==> src/rtl/multiplicador_secuencial.sv <==
// Sequential unsigned shift-and-add multiplier.
// Product is {A,MQ}; one iteration per clock over WIDTH clocks.
module multiplicador_secuencial #(
  parameter int WIDTH = 8
) (
  input  logic             clk,
  input  logic             rst,
  input  logic             start,
  input  logic [WIDTH-1:0] x,
  input  logic [WIDTH-1:0] y,
  output logic             busy,
  output logic             done,
  output logic [WIDTH-1:0] A,
  output logic [WIDTH-1:0] MQ
);

  localparam int CW = $clog2(WIDTH + 1);
  localparam logic [CW-1:0] LAST = CW'(WIDTH - 1);

  typedef enum logic [1:0] {
    IDLE = 2'd0,
    RUN  = 2'd1,
    DONE = 2'd2
  } state_t;

  state_t           r_state;
  state_t           w_state_n;
  logic [WIDTH-1:0] r_a;
  logic [WIDTH-1:0] r_mq;
  logic [WIDTH-1:0] r_b;
  logic             r_c;
  logic [CW-1:0]    r_cnt;
  logic [WIDTH-1:0] w_a_n;
  logic [WIDTH-1:0] w_mq_n;
  logic [WIDTH-1:0] w_b_n;
  logic             w_c_n;
  logic [CW-1:0]    w_cnt_n;
  logic [WIDTH:0]   w_sum;

  always_ff @(posedge clk) begin
    if (rst) begin
      r_state <= IDLE;
      r_a     <= '0;
      r_mq    <= '0;
      r_b     <= '0;
      r_c     <= 1'b0;
      r_cnt   <= '0;
    end else begin
      r_state <= w_state_n;
      r_a     <= w_a_n;
      r_mq    <= w_mq_n;
      r_b     <= w_b_n;
      r_c     <= w_c_n;
      r_cnt   <= w_cnt_n;
    end
  end

  always_comb begin
    w_state_n = r_state;
    w_a_n     = r_a;
    w_mq_n    = r_mq;
    w_b_n     = r_b;
    w_c_n     = r_c;
    w_cnt_n   = r_cnt;
    // {C,A} before the shift; C carries the add overflow
    w_sum     = {1'b0, r_a};
    if (r_mq[0]) begin
      w_sum = {r_c, r_a} + {1'b0, r_b};
    end
    unique case (r_state)
      IDLE, DONE: begin
        w_state_n = IDLE;
        if (start) begin
          w_state_n = RUN;
          w_b_n     = x;
          w_a_n     = '0;
          w_c_n     = 1'b0;
          w_mq_n    = y;
          w_cnt_n   = '0;
        end
      end
      RUN: begin
        w_c_n   = 1'b0;
        w_a_n   = w_sum[WIDTH:1];
        w_mq_n  = {w_sum[0], r_mq[WIDTH-1:1]};
        w_cnt_n = r_cnt + CW'(1);
        if (r_cnt == LAST) begin
          w_state_n = DONE;
        end
      end
      default: begin
        w_state_n = IDLE;
      end
    endcase
  end

  assign busy = (r_state == RUN);
  assign done = (r_state == DONE);
  assign A    = r_a;
  assign MQ   = r_mq;

endmodule
==> config.mk <==
export PLATFORM = sky130hd
export DESIGN_NAME = multiplicador_secuencial
export DESIGN_NICKNAME = d
export VERILOG_FILES = /design/src/rtl/multiplicador_secuencial.sv
export SDC_FILE = /design/constraint.sdc
export NUM_CORES = 1
export LEC_CHECK = 0
export ABC_AREA = 1
export CAP_MARGIN = 20
export CORE_ASPECT_RATIO = 1.5
export CORE_UTILIZATION = 49
export DETAILED_ROUTE_END_ITERATION = 7
export GPL_TIMING_DRIVEN = 0
export PLACE_DENSITY = 0.8
export SKIP_CTS_REPAIR_TIMING = 1
export SLEW_MARGIN = 30
export SYNTH_ARGS = -nofsm -noshare
export SYNTH_HDL_FRONTEND = slang
export SYNTH_SLANG_ARGS = --single-unit
export TNS_END_PERCENT = 1
==> constraint.sdc <==
create_clock -name clk -period 1.7 [get_ports clk]
set_input_delay 0.34 -clock clk [delete_from_list [all_inputs] [get_ports clk]]
set_output_delay 0.34 -clock clk [all_outputs]
set_load 0.005 [all_outputs]
## Word level (Yosys, flattened, before mapping)

Cells that the tools add are included.

| storage, ports and cells | value |
|---|---|
| flip-flop bits (word level) | 31 |
| input port bits | 19 |

| operators by class | value |
|---|---|
| $add $sub $neg | 2 |
| eq/ne operators | 5 |
| muxes and demuxes | 12 |
| reduce and logical (&&, ||, !) cells | 5 |

Operators by type and width:

| cell | number |
|---|---|
| 8-bit one-hot mux with 2 select lines | 2 |
| 8-bit two-way mux | 2 |
| 9-bit by 8-bit adder with 9-bit output | 1 |
| 9-bit two-way mux | 1 |
| 4-bit one-hot mux with 2 select lines | 1 |
| 4-bit by 1-bit adder with 4-bit output, second input constant | 1 |
| 4-bit by 3-bit == test with 1-bit output, second input constant | 1 |
| 4-bit two-way mux | 1 |
| 2-bit one-hot mux with 2 select lines | 1 |
| 2-bit AND reduction | 2 |
| 2-bit by 1-bit == test with 1-bit output, second input constant | 1 |
| 2-bit == test, second input constant | 1 |
| 2-bit logical NOT | 1 |
| 1-bit two-way mux | 2 |
| 2-bit two-way mux | 1 |
| 2-bit by 1-bit != test with 1-bit output, second input constant | 1 |
| 2-bit != test, second input constant | 1 |
| 1-bit one-hot mux with 2 select lines | 1 |
| 2-bit nonzero test | 1 |
| 2-bit OR reduction | 1 |

## Depth between registers and ports, before layout

Gate-level depths: netlist of the first run.

| logic depth | value |
|---|---|
| depth in word-level cells | 4 |
| mapped depth | 10 |
| gate-level depth less buffers | 10 |

## Worst setup path before layout of the first run

Ideal clock, no wire load.

| timing | value |
|---|---|
| path kind | reg2reg |
| start | reg r_a[0] (netlist: A[0]) |
| end | reg r_a[3] (netlist: A[3]) |
| library setup time | 134 ps |
| data arrival time | 1440 ps |
| data required time | 1566 ps |
| slack | 126 ps |
| cell stages (with the launch flop) | 10 |
| period minus slack after synthesis | 1574 ps |
| path through | dfxtp_1 -> ha_1 -> inv_1 -> fa_1 -> inv_1 -> nand3_1 -> nand3_1 -> xor2_1 -> o21ai_0 -> a21oi_1 |

| between the ends | value |
|---|---|
| longest elaborated chain between the ends | 3 |

RTL lines:

| item | RTL line | RTL |
|---|---|---|
| start, declared | 28 | `logic [WIDTH-1:0] r_a;` |
| start signal, assigned | 50 | `r_a <= w_a_n;` |
| 9-bit by 8-bit adder with 9-bit output | 68 | `w_sum = {r_c, r_a} + {1'b0, r_b};` |
| 9-bit two-way mux | 67 | `if (r_mq[0]) begin` |
| 8-bit one-hot mux with 2 select lines | 70 | `unique case (r_state)` |

No other way between the ends.
A chain may end at the register's enable or synchronous reset.

## Final worst setup path of the first run

| timing | value |
|---|---|
| start | reg r_mq[0] (netlist: MQ[0]) |
| end | out MQ[0] |

RTL lines:

| item | RTL line | RTL |
|---|---|---|
| start, declared | 29 | `logic [WIDTH-1:0] r_mq;` |
| start signal, assigned | 51 | `r_mq <= w_mq_n;` |
| end, declared | 14 | `output logic [WIDTH-1:0] MQ` |

No word-level cell between the ends.

==> results of run 1 <==
cell usage after synthesis:
library cell  instances
nor2_1               29
a21oi_2               2
nor2_4                1
nand2_4               1
nand4_1               2
o21ai_0              13
inv_6                 1
nand2_1              61
a21oi_1              20
dfxtp_1              30
buf_1                 1
inv_1                18
xor2_1                2
nand3b_1              1
buf_2                 4
inv_4                 1
nand2_2               2
nor3_1                1
clkbuf_1              1
buf_6                 2
o211ai_1              1
or2_2                 2
ha_1                  9
nand3_1              12
inv_2                 1
a211oi_1              1
a31oi_1               7
clkbuf_8              1
fa_1                  1
o21ai_1               1
through the flow:
stage | setup slack, ns | hold slack [ns] | utilization | instance area (um2) | instances
after floorplan | 0.1258 | 0.4285 | - | 1618 | 229
after global placement | -0.01669 | 0.4609 | 0.6420 | 2028 | 305
after detailed placement | -0.07413 | 0.4831 | 0.6420 | 2028 | 305
after CTS | -0.2496 | 0.4921 | 0.6661 | 2105 | 312
after global routing | -0.09953 | 0.5060 | 0.6923 | 2187 | 316
final | 0.03560 | 0.4877 | 0.6923 | 2187 | 316
flip-flops by register name, indices dropped and copies added, names as in the netlist:
signal / cells
r_b: 8
r_state: 2
r_cnt: 4
MQ: 8
A: 8
worst min path at each step:
stage	startpoint	to	slack, ns	cells past startpoint
after global routing	r_cnt[3]	r_cnt[3]	0.51	1
after detailed placement	r_cnt[1]	r_cnt[1]	0.48	2
after floorplan	r_cnt[3]	r_cnt[3]	0.43	1
final	r_cnt[1]	r_cnt[1]	0.49	2
after global placement	r_cnt[3]	r_cnt[3]	0.46	1
after CTS	r_cnt[1]	r_cnt[1]	0.49	2
placed cells by master (no fill, tap or decap), types with 2 or more instances in the layout:
| master | n |
|---|---|
| nand2_2 | 2 |
| xor2_1 | 2 |
| buf_4 | 4 |
| buf_2 | 4 |
| a21oi_2 | 2 |
| clkbuf_8 | 5 |
| nand3_1 | 9 |
| buf_6 | 2 |
| inv_1 | 15 |
| dfxtp_1 | 27 |
| inv_4 | 2 |
| clkdlybuf4s50_1 | 35 |
| a31oi_1 | 7 |
| nor2_1 | 29 |
| o21ai_1 | 2 |
| nand2_4 | 2 |
| ha_1 | 8 |
| nand3_2 | 3 |
| clkbuf_1 | 3 |
| inv_2 | 3 |
| nand4_1 | 2 |
| a21oi_1 | 20 |
| o21ai_0 | 12 |
| or2_2 | 2 |
| dfxtp_4 | 2 |
| nand2_1 | 60 |
per-layer routing:
metal  GRT usage  share of wire  vias to the layer above
li1            -              -                      837
met1      0.2568           0.40                      766
met2      0.5123           0.54                       42
met3     0.06080          0.038                       10
met4      0.1275          0.021                        0
met5           0              0                        -
power groups by stage:
stage	clock network (uW)	registers [uW]	logic, uW
6_report	539	781	324
5_1_grt	577	786	360
3_5_place_dp	0	793	313
3_3_place_gp	0	793	309
4_1_cts	541	779	315
2_1_floorplan	0	787	181
cell families after synthesis:
logic type / Yosys count / synth area share
compound gates: 45 / 0.1524
simple gates: 112 / 0.2908
fa+ha+maj: 10 / 0.08198
flops: 30 / 0.3712
buf+inv: 30 / 0.09280
xor+xnor: 2 / 0.01083
layout make-up:
class / instances / share of cell area
Sequential cell: 30 / 0.2786
Multi-Input combinational cell: 169 / 0.4136
Inverter: 21 / 0.04062
Tap cell: 40 / 0.02288
Clock buffer: 7 / 0.03490
Buffer: 9 / 0.02975
Timing Repair Buffer: 40 / 0.1796
==> impl_results.md, run 1 <==
- Status: finished, final reports clean
- R2r setup slk: 0.06 ns
- Total power: 1643 uW
- Share of the synthesized area in the top cell type: 0.3712
- Crit. path cell count: 1
- Net Count, Synth: approximately 260
- Via count: 1655
- Clk pwr share: 0.328
- Flop pwr share: 0.475
- Fillers: 285
- CTS root buf: clkbuf_8
- Slew @ Worst Pin: just over 0.5 ns
- Clock latency on the worst-skew pair: 0.28 ns
- Ant diodes: 0
- Max-slew violation count: 0
- DR pass1 iterations: 4
- Final hold vios: 0
- Worst Setup Start Kind: flop
- Unique masters post-synth: 30
- Ranking of synthesized cells by area: dfxtp_1, nand2_1, ha_1
- Max-slew headroom: 0.6607
- CP Max Fanout: 7
- Share of layout cells above drive strength 1: 0.1413
- Placer Congestion: 0.8552
- First-pass GRT wire length: 7.051 mm
- Worst vdd ir: 0.0006159 V
- Die Area: around 0.0035 mm2
- Reg2reg start: A[0]
- Num CTS Buffers: 5
- Worst Setup EP: MQ[0]
- Die X: 48.92 um
- Flops & latches, synth: 30
- Area of the mapped netlist: between 0.0015 and 0.002 mm2
- GR Overflow Total: 0
- Unrepaired setup endpoints after global routing: true
- Max Fclk: about 600 MHz
- Via/cell ratio: 5.237
- Cell Pwr Density: 751.1 mW/mm2
- Critical Path RT: ~1.4 ns
- Sequential share of the synthesized area: 0.3712
- Row cnt: 25
- CP Capture Type: primary output
- Critical path's slowest cell: clkdlybuf4s50_1
- Cell Int Power: about 1200 uW
- Drt wl/cell: 13.13 um
- Setup TNS: 0 ns
- Synth area leader: dfxtp_1
- Routed Antenna Nets: 0
- Reg area: 609.3 um2
- Max_cap viols: 0
- Nets: 305
- Period minus WS final: between 1.5 and 2 ns
- Hold Path Class: reg -> reg
- Synth Instances: between 200 and 250
- Largest net degree at the start of global routing: 11
- Clk pin slew, worst setup/hold paths: 0.06 ns
- Htree depth: 2
- Final WL: 4.148 mm
- CP max stage delay: 0.56 ns
- Port buffer count: 36
- Setup Skew: 0.004919 ns
- Critical Path Start: MQ[0]
- Worst r2r path cells: 11
- CTS max path bufs: 2
- CTS tree: yes
- Worst path top cell family by delay: buffers and inverters
- Area grow syn2layout: 35.19%
- Ys Warns: 0
- Initial antenna violation count: 0
- Buffers and inverters on the worst path: 1
- Io pins: 37
- Worst-path cell chain: clkdlybuf4s50_1
- WP data arrival: approximately 1.3 ns
- Reg-to-reg endpoint: A[7]
- Number of DRC markers in iteration 0: 30
- Switching Share: 0.2802
- Leak: 0.0009267 uW
- Total core area: 0.003159 mm2
- Synth Area per Inst: 7.065 um2
- Clock sink total: 30
- Setup Viol. Count Final: 0
- Initial Util: 0.5121
- Net Sw Power: 460.3 uW
- Die Height: 72.38 um
- DP HPWL: 3.044 mm
- DRC Markers: 0
- Combinational power share: 0.197
- Number of global-route vias before repair: between 1500 and 2000
- Final period utilization: 0.9791
- Gr usage total: 0.2636
- Multi-input logic area: 904.6 um2
- Critical path class: reg -> out
Note: power is estimated with default switching activity, not from simulation.
==> run 2: changes to the inputs <==
--- a/config.mk
+++ b/config.mk
@@ -8,6 +8,7 @@
 export ABC_AREA = 1
 export CAP_MARGIN = 20
 export CORE_ASPECT_RATIO = 1.5
+export CORE_MARGIN = 5
 export CORE_UTILIZATION = 49
 export DETAILED_ROUTE_END_ITERATION = 7
 export GPL_TIMING_DRIVEN = 0
==> run 2 against run 1 <==
Against the previous run:
- power shrank 0.38%
- first-iteration DRC count shrank 20%
- via count shrank 0.79%
- hold slack lost 0.0036 ns
- cell area shrank 1.7%
- largest cell class unchanged
==> impl_results.md, run 2 (synthesis gave the netlist of run 1 again) <==
- Status: finished, final reports clean
- Reg area: 604.3 um2 (-0.82%)
- Cell Pwr Density: 761.4 mW/mm2 (+1.4%)
- Num CTS Buffers: 5 (unchanged)
- Max_cap viols: 0 (unchanged)
- Fillers: 279 (-2.1%)
- Initial antenna violation count: 0 (unchanged)
- Die Area: 0.004575 mm2 (+29%)
- DP HPWL: 3.055 mm (+0.38%)
- Clk pin slew, worst setup/hold paths: 0.06 ns (about the same)
- Total core area: 0.003159 mm2 (unchanged)
- GR Overflow Total: 0 (unchanged)
- DRC Markers: 0 (unchanged)
- Largest net degree at the start of global routing: 11 (unchanged)
- Period minus WS final: 1.636 ns (-0.02850 ns)
- Worst path top cell family by delay: buffers and inverters
- Area grow syn2layout: 32.87%
- Commonest non-fill, non-tap cell in the layout: nand2_1
- Max-slew violation count: 0 (unchanged)
- Setup TNS: 0 ns (unchanged)
- CP Capture Type: primary output
- Slew @ Worst Pin: 0.4842 ns (-0.02483 ns)
- Number of DRC markers in iteration 0: 24 (-20%)
- Share of layout cells above drive strength 1: 0.1172 (-0.02409)
- Io pins: 37 (unchanged)
- Routed Antenna Nets: 0 (unchanged)
- R2r setup slk: 0.07 ns (about the same)
- Max Fclk: 611.3 MHz (+1.7%)
- Worst vdd ir: 0.0006248 V (+1.5%)
- Gr usage total: 0.1942 (-0.06948)
- Placer Congestion: 0.7979 (-6.7%)
- Most frequent cells in the layout: nand2_1, clkdlybuf4s50_1, nor2_1, dfxtp_1, a21oi_1
- Post-place setup slack: -0.009432 ns (+0.06470 ns)
- Die Height: 80.38 um (+11%)
- Setup Viol. Count Final: 0 (unchanged)
- Multi-input logic area: 898.4 um2 (-0.69%)
- Clock sink total: 30 (unchanged)
- Final WL: 4.220 mm (+1.7%)
- DR pass1 iterations: 4 (unchanged)
- Row cnt: 25 (unchanged)
- Final worst slack: 0.06409 ns (+0.02850 ns)
- CP Max Fanout: 7 (unchanged)
- CTS tree: yes
- Number of global-route vias before repair: 1602 (-0.062%)
- Setup Skew: 0.003525 ns (-0.001393 ns)
- Ant diodes: 0 (unchanged)
- Via count: 1642 (-0.79%)
- Leak: 0.0009014 uW (-2.7%)
- WP data arrival: 1.30 ns (-0.02 ns)
- Htree depth: 2 (unchanged)
- Critical Path RT: 1.36 ns (about the same)
- Final instance area: 0.002150 mm2 (-1.7%)
- Via/cell ratio: 5.246 (+0.17%)
- Port buffer count: 36 (unchanged)
- Critical path class: reg -> out
- Initial Util: 0.5121 (unchanged)
- Die X: 56.92 um (+16%)
- Drt wl/cell: 13.48 um (+2.7%)
- Final hold vios: 0 (unchanged)
- Worst-path cell chain: clkdlybuf4s50_1
- Nets: 302 (-0.98%)
- Hold Path Class: reg -> reg
- Max-slew headroom: 0.6772 (+0.01655)
- Worst Setup Start Kind: flop
- CTS max path bufs: 2 (unchanged)
- Placed cell areas: 0.002028 mm2 (unchanged)
- Final period utilization: 0.9623 (-0.01676)
- Critical path's slowest cell: clkdlybuf4s50_1
- Buffers and inverters on the worst path: 1 (unchanged)
- CTS root buf: clkbuf_8
- Clock latency on the worst-skew pair: 0.28 ns (about the same)
- CP max stage delay: 0.55 ns (about the same)
- First-pass GRT wire length: 6.962 mm (-1.3%)
==> run 2: changes by cell type in the layout (fill, tap and decap cells not counted), moves of 2 or more <==
cell,delta
nand3_1,+2
inv_2,-2
dfxtp_2,+2
nand3_2,-2
dfxtp_4,-2
inv_1,+3
buf_4,-3
==> run 2: final timing paths <==
kind | startpoint | end | depth (start not counted)
max | MQ[0] | MQ[0] | 1
min | A[0] | A[0] | 2
max reg2reg | A[0] | A[3] | 9
min reg2reg | A[0] | A[0] | 2
==> run 2: metrics by stage <==
| step | hold WS, ns | std cells | power [uW] | util |
|---|---|---|---|---|
| floorplan | 0.4285 | 229 | 967.4 | - |
| detailed placement | 0.4616 | 305 | 1106 | 0.6420 |
| global route | 0.5063 | 313 | 1713 | 0.6804 |
| global placement | 0.4612 | 305 | 1101 | 0.6420 |
| CTS | 0.4731 | 312 | 1627 | 0.6661 |
| finish | 0.4840 | 313 | 1637 | 0.6804 |
==> run 2: routing by layer <==
metal	track usage	wire length, um	vias to the layer above
met3	0.04180	166	6
met1	0.1992	1735	767
met4	0.07657	64	0
met5	0	0	-
met2	0.3719	2253	38
li1	-	-	831
==> run 2: layout make-up <==
class                      instances  area share
multi-input combinational        169      0.4179
sequential                        30      0.2811
timing repair buffer              37      0.1723
inverter                          21     0.04016
clock buffer                       7     0.03551
buffer                             9     0.02969
tap                               40     0.02328
==> run 2: where the power goes <==
group	internal [uW]	switching (uW)	leakage, uW	total [uW]
Sequential	745	37.9	0.000247	783
Combinational	157	164	0.000616	321
Clock	281	252	0.0000383	533
Total	1180	454	0.000901	1640
==> run 3: changes to the inputs <==
--- a/config.mk
+++ b/config.mk
@@ -12,6 +12,7 @@
 export CORE_UTILIZATION = 49
 export DETAILED_ROUTE_END_ITERATION = 7
 export GPL_TIMING_DRIVEN = 0
+export HOLD_SLACK_MARGIN = 0.06
 export PLACE_DENSITY = 0.8
 export SKIP_CTS_REPAIR_TIMING = 1
 export SLEW_MARGIN = 30
==> results of run 3 <==
Same layout as run 2: the final DEF is identical, and so are final timing and power.
